**config.mk**
```make
export PLATFORM = sky130hd
export DESIGN_NAME = spi_target_regfile
export DESIGN_NICKNAME = d
export VERILOG_FILES = /design/src/rtl/spi_target_regfile.sv
export SDC_FILE = /design/constraint.sdc
export NUM_CORES = 1
export LEC_CHECK = 0
export ABC_CLOCK_PERIOD_IN_PS = 3000
export CORE_MARGIN = 4
export CORE_UTILIZATION = 40
export DETAILED_ROUTE_END_ITERATION = 8
export DONT_BUFFER_PORTS = 1
export PLACE_DENSITY = 0.66
export SLEW_MARGIN = 20
export SYNTH_ARGS = -nofsm -noshare
export SYNTH_HDL_FRONTEND = slang
export SYNTH_SLANG_ARGS = --single-unit
```
**constraint.sdc**
```tcl
create_clock -name clk_clk -period 3 [get_ports clk_clk]
set_clock_uncertainty 0.1 [all_clocks]
set_input_delay 0.6 -clock clk_clk [delete_from_list [all_inputs] [get_ports clk_clk]]
set_output_delay 0.6 -clock clk_clk [all_outputs]
set_load 0.05 [all_outputs]
```
**src/rtl/spi_target_regfile.sv**
```systemverilog
// spi_target_regfile: SPI mode-0 target exposing 32 x 8-bit registers.
// A transaction is one command byte {addr[4:0], x, dir, x} (dir=1 is a write)
// followed by any number of data bytes. The same registers are also reachable
// through a local read/write port. Every completed SPI write byte is reported
// on wr_strobe/wr_addr/wr_data.
// Optional build macro: SPI_AUTOINC_EN - the address advances (wrapping
// 31 -> 0) after every data byte; without it the address stays fixed for the
// whole transaction.
module spi_target_regfile #(
    parameter logic [7:0] STATUS_BYTE = 8'h00,
    parameter int         SYNC_STAGES = 2
) (
    input  logic       clk_clk,
    input  logic       reset_reset_n,
    input  logic       spi_sclk,
    input  logic       spi_mosi,
    input  logic       spi_ss_n,
    output logic       spi_miso,
    input  logic [4:0] loc_addr,
    output logic [7:0] loc_rdata,
    input  logic       loc_we,
    input  logic [7:0] loc_wdata,
    output logic       wr_strobe,
    output logic [4:0] wr_addr,
    output logic [7:0] wr_data,
    output logic       busy
);

    typedef enum logic [1:0] {
        ST_IDLE,
        ST_CMD,
        ST_DATA
    } state_t;

    state_t            r_state;
    state_t            w_state_next;

    logic [SYNC_STAGES-1:0] r_sclk_sync;
    logic [SYNC_STAGES-1:0] r_mosi_sync;
    logic [SYNC_STAGES-1:0] r_ss_n_sync;
    logic              r_sclk_prev;
    logic              r_ss_n_prev;

    logic [2:0]        r_bit_cnt;
    logic [6:0]        r_rx;
    logic [8:0]        r_tx;
    logic [4:0]        r_addr;
    logic              r_dir_wr;
    logic              r_wr_strobe;
    logic [4:0]        r_wr_addr;
    logic [7:0]        r_wr_data;
    logic [7:0]        r_regs [32];

    logic              w_sclk;
    logic              w_mosi;
    logic              w_ss_n;
    logic              w_rise;
    logic              w_fall;
    logic              w_ss_fall;
    logic              w_byte_done;
    logic [7:0]        w_byte;
    logic              w_spi_we;
    logic [4:0]        w_addr_next;

    // Bring the SPI pins into the clk_clk domain and keep one extra sample for edge detection.
    // SS_n resets to "selected" so a transfer already running when reset lifts
    // never produces a falling edge; it is ignored until SS_n toggles high then low.
    always_ff @(posedge clk_clk or negedge reset_reset_n) begin
        if (!reset_reset_n) begin
            r_sclk_sync <= '0;
            r_mosi_sync <= '0;
            r_ss_n_sync <= '0;
            r_sclk_prev <= 1'b0;
            r_ss_n_prev <= 1'b0;
        end else begin
            // NOTE: non-blocking assignments let every flop sample the previous
            // value of its neighbour, which is what makes this a shift chain.
            r_sclk_sync <= {r_sclk_sync[SYNC_STAGES-2:0], spi_sclk};
            r_mosi_sync <= {r_mosi_sync[SYNC_STAGES-2:0], spi_mosi};
            r_ss_n_sync <= {r_ss_n_sync[SYNC_STAGES-2:0], spi_ss_n};
            r_sclk_prev <= w_sclk;
            r_ss_n_prev <= w_ss_n;
        end
    end

    assign w_sclk      = r_sclk_sync[SYNC_STAGES-1];
    assign w_mosi      = r_mosi_sync[SYNC_STAGES-1];
    assign w_ss_n      = r_ss_n_sync[SYNC_STAGES-1];
    assign w_rise      = w_sclk & ~r_sclk_prev;
    assign w_fall      = ~w_sclk & r_sclk_prev;
    assign w_ss_fall   = r_ss_n_prev & ~w_ss_n;
    assign w_byte      = {r_rx, w_mosi};
    assign w_byte_done = w_rise & (r_bit_cnt == 3'd7) & ~w_ss_n;
    assign w_spi_we    = (r_state == ST_DATA) & w_byte_done & r_dir_wr;

`ifdef SPI_AUTOINC_EN
    assign w_addr_next = r_addr + 5'd1;
`else
    assign w_addr_next = r_addr;
`endif

    // Transaction state register.
    always_ff @(posedge clk_clk or negedge reset_reset_n) begin
        if (!reset_reset_n) begin
            r_state <= ST_IDLE;
        end else begin
            r_state <= w_state_next;
        end
    end

    // Next-state decode: deselect aborts from any state.
    always_comb begin
        // NOTE: default first so every path assigns w_state_next and no latch is inferred.
        w_state_next = r_state;
        case (r_state)
            ST_IDLE: if (w_ss_fall) w_state_next = ST_CMD;
            ST_CMD: begin
                if (w_ss_n)           w_state_next = ST_IDLE;
                else if (w_byte_done) w_state_next = ST_DATA;
            end
            ST_DATA: if (w_ss_n) w_state_next = ST_IDLE;
            default: w_state_next = ST_IDLE;
        endcase
    end

    // Shift datapath: sample on SCLK rise, shift MISO on SCLK fall, decode at byte boundaries.
    // r_tx[8] drives MISO; byte reloads go into r_tx[7:0] so the bit currently on
    // the line holds until the following fall shifts the new MSB into place.
    always_ff @(posedge clk_clk or negedge reset_reset_n) begin
        if (!reset_reset_n) begin
            r_bit_cnt   <= '0;
            r_rx        <= '0;
            r_tx        <= '0;
            r_addr      <= '0;
            r_dir_wr    <= 1'b0;
            r_wr_strobe <= 1'b0;
            r_wr_addr   <= '0;
            r_wr_data   <= '0;
        end else begin
            r_wr_strobe <= 1'b0;
            if (w_ss_n || r_state == ST_IDLE) begin
                r_bit_cnt <= '0;
                r_rx      <= '0;
                r_tx      <= (r_state == ST_IDLE && w_ss_fall) ? {STATUS_BYTE, 1'b0} : 9'd0;
            end else begin
                if (w_rise) begin
                    r_rx      <= w_byte[6:0];
                    r_bit_cnt <= r_bit_cnt + 3'd1;
                end
                if (w_fall) begin
                    r_tx <= {r_tx[7:0], 1'b0};
                end
                if (w_byte_done) begin
                    if (r_state == ST_CMD) begin
                        r_addr   <= w_byte[7:3];
                        r_dir_wr <= w_byte[1];
                        r_tx     <= {r_tx[8], w_byte[1] ? 8'h00 : r_regs[w_byte[7:3]]};
                    end else if (r_dir_wr) begin
                        r_wr_strobe <= 1'b1;
                        r_wr_addr   <= r_addr;
                        r_wr_data   <= w_byte;
                        r_addr      <= w_addr_next;
                    end else begin
                        r_tx   <= {r_tx[8], r_regs[w_addr_next]};
                        r_addr <= w_addr_next;
                    end
                end
            end
        end
    end

    // Register file: local write first, SPI write last so it wins on an address clash.
    always_ff @(posedge clk_clk or negedge reset_reset_n) begin
        if (!reset_reset_n) begin
            // NOTE: this array is reset on purpose (registers read 0 after reset),
            // which keeps it in flops instead of block RAM.
            for (int i = 0; i < 32; i++) begin
                r_regs[i] <= 8'h00;
            end
        end else begin
            if (loc_we) begin
                r_regs[loc_addr] <= loc_wdata;
            end
            if (w_spi_we) begin
                r_regs[r_addr] <= w_byte;
            end
        end
    end

    assign spi_miso  = r_tx[8];
    assign loc_rdata = r_regs[loc_addr];
    assign wr_strobe = r_wr_strobe;
    assign wr_addr   = r_wr_addr;
    assign wr_data   = r_wr_data;
    assign busy      = (r_state != ST_IDLE);

endmodule

```
==> metrics.txt <==
Setup crit end kind primary output; Leak ~8.2 nW; crit path max fanout 4; Global Route Usage Sum approximately 27%; CTS Hold Buffers Added 3; met2 WL post-DR 32.2 mm; I/O pins 43; failing checks hold timing, setup timing; largest net degree at the start of global routing just over 300; First-pass DRT Iterations 6; Syn Inst Count 1888; Worst setup startpoint r_regs[164]; via count between 15k and 20k; die area between 50000 and 60000 sq um; Min Hold Slack -0.303 ns; final hold violations approximately 310; initial antenna violation count 4; die height approximately 230 um; CTS Buf Count 37; WP data required 2.30 ns; Core Region 50400 sq um; Root Driver clkbuf_16; Async SR Flop Fraction 100%; Worst-Margin Slew ~1.2 ns; CTS tree built; crit path launch type flip-flop; post-synthesis sequential area ratio 37.3%; antenna viol nets, final 0; Mapped Avg Cell Area 10.8 sq um; RSZ-0062 raised after global routing yes; Hold Path Class in2async; Max Transition Viols Final 0; CTS sink cnt between 300 and 400; global-route wire length before repair about 110 mm; count of input and output buffers 0; post-synthesis sequential element count 305; Post-Route WL between 70 and 80 mm; Max Root-Sink Buffers 3; layout cells sized above 1 approximately a quarter; Yosys top cell area share a little under two fifths; FF-to-FF setup slack around 0.21 ns; power per cell area 554 nW/um^2; Synth area leader dfrtp_1; grt total ovfl 0; P&R area growth vs syn 11.0%; worst skew pair latency between 0.5 and 0.6 ns; final net count 1877; Yosys cell types 54; row cnt 82; WL met1 roughly 29 mm; final setup vio count 3; Post-synth EDFFs 0; Fmax approximately 330 MHz; post-DR vias/cell roughly 6.6; FF-to-FF Start r_addr[0]; number of global-route vias before repair around 16k; crit path DAT 2.36 ns; Ys Warns 0; Post-DP HPWL 50.1 mm; period utilization 102%; maxcap violations 0; WS Path Type reg2out; status complete, but fails checks; crit path time final between 3 and 4 ns; layout filler cell count approximately 4.5k; WL per Instance approximately 29 um; Met3 Wirelength roughly 9.2 mm; area of the mapped netlist about 20000 sq um; DR iter-0 viols around 2.5k; worst vdd ir between 0.4 and 0.5 mV; DIE WIDTH between 200 and 250 um; CTS H-tree depth 2; synth top area cells dfrtp_1 37%, mux4_2 20%, mux2i_1 14%, a21oi_1 4.4%, nor2_1 3.4%; DRC errors left 0; Net Count, Synth 1909; Starting Density ~40%; highest metal layer with signal wires met5; sequential cell area roughly 7600 sq um; Setup WS post-layout -0.0565 ns; Worst-path clk slew 0.06 ns; RePlAce Congestion approximately 1.1; Slew headroom 20.4%; final core area utilization a little under half; pre-CTS setup slack around 0.14 ns; multi-input logic area 11900 sq um; Most used DFF post-synth dfrtp_1
==> state kept, by name, indices dropped and copies added (netlist names), 3 cells and up <==
| name | cells |
|---|---|
| r_addr | 5 |
| r_bit_cnt | 3 |
| r_regs | 256 |
| r_rx | 7 |
| r_tx | 9 |
| wr_addr | 5 |
| wr_data | 8 |
==> metrics by stage <==
stage	total power [mW]	TNS [ns]	instance area (sq um)	hold slack [ns]	instances
after floorplan	7.13	0	20500	0.204	1888
after global placement	7.85	0	21400	0.232	2479
after detailed placement	7.97	0	21400	0.236	2479
after CTS	12.5	-0.0491	22600	-0.338	2544
after global routing	13.0	-0.184	22700	-0.333	2548
final	12.6	-0.0794	22700	-0.303	2549
==> timing repair <==
| item | 4_1_cts | 5_1_grt |
|---|---|---|
| pin swaps | 6 | 9 |
| resized for setup | 18 | 6 |
| setup buffers | 3 | 4 |
| gates cloned | 0 | 0 |
| setup endpoints to repair | 8 | 8 |
| endpoints found under the hold margin | 308 | 305 |
==> cells in the mapped netlist, types with 12 or more instances <==
library cell    n
dfrtp_1       305
mux2i_1       290
nor2_1        184
nand2_1       180
a21oi_1       179
mux4_2        178
clkbuf_1       98
o21ai_0        80
buf_2          50
a22oi_1        49
mux2_2         37
buf_1          25
o21ai_1        22
or4_1          20
buf_4          15
nand3_1        14
a221oi_1       12
nor2_2         12
==> cells by family after synthesis <==
logic type / Yosys count / share of synthesized area (%)
multiplexers: 505 / 35.8
AO/OA/AOI/OAI: 381 / 10.7
AND/OR/NAND/NOR: 489 / 11.2
XOR/XNOR: 1 / 0.0428
flip-flops: 305 / 37.3
buffers and inverters: 205 / 4.75
adder cells (fa/ha/maj): 2 / 0.122
==> final timing paths <==
path | endpoint | cells past startpoint
min | r_ss_n_sync[0] | 0
max in group asynchronous | r_regs[230] | 0
max | loc_rdata[4] | 4
min reg2reg | r_mosi_sync[1] | 0
min in group clk_clk | r_regs[206] | 2
max reg2reg | r_regs[217] | 5
==> final cells by class <==
| cell class | instances | share of cell area, % |
|---|---|---|
| Antenna cell | 1 | 0.0110 |
| Clock inverter | 6 | 0.386 |
| Clock buffer | 53 | 4.69 |
| Timing Repair Buffer | 129 | 4.82 |
| Multi-Input combinational cell | 1378 | 52.6 |
| Sequential cell | 305 | 33.7 |
| Inverter | 5 | 0.0827 |
| Tap cell | 672 | 3.70 |
==> layer usage <==
| metal | track usage (%) | vias to the layer above |
|---|---|---|
| met2 | 38.9 | 1175 |
| met3 | 6.35 | 198 |
| met5 | 0 | - |
| met4 | 11.7 | 6 |
| li1 | - | 6973 |
| met1 | 38.7 | 8454 |
==> placed cells by master, fill, tap and decap left out, types with 22 or more instances in the layout <==
| cell type | netlist | final |
|---|---|---|
| mux2i_1 | 290 | 290 |
| nor2_1 | 184 | 184 |
| buf_4 | 15 | 113 |
| dfrtp_1 | 305 | 298 |
| mux2_2 | 37 | 37 |
| clkbuf_16 | 0 | 37 |
| mux4_2 | 178 | 178 |
| a22oi_1 | 49 | 30 |
| o21ai_0 | 80 | 80 |
| o21ai_1 | 22 | 22 |
| a21oi_1 | 179 | 179 |
| nand2_1 | 180 | 180 |
==> where the power goes <==
part | switching (mW) | total (mW) | internal (mW) | leakage, nW
clock network | 1.85 | 4.47 | 2.62 | 0.568
logic | 1.08 | 2.44 | 1.36 | 4.31
registers | 0.872 | 5.66 | 4.79 | 3.31
==> critical path, cell delays in order, from the launching register on <==
cell and delay, ns:
dfrtp_1 0.42, mux4_2 0.55, a22oi_2 0.24, nand4_1 0.32, buf_6 0.27
Note: power is estimated with default switching activity, not from simulation.
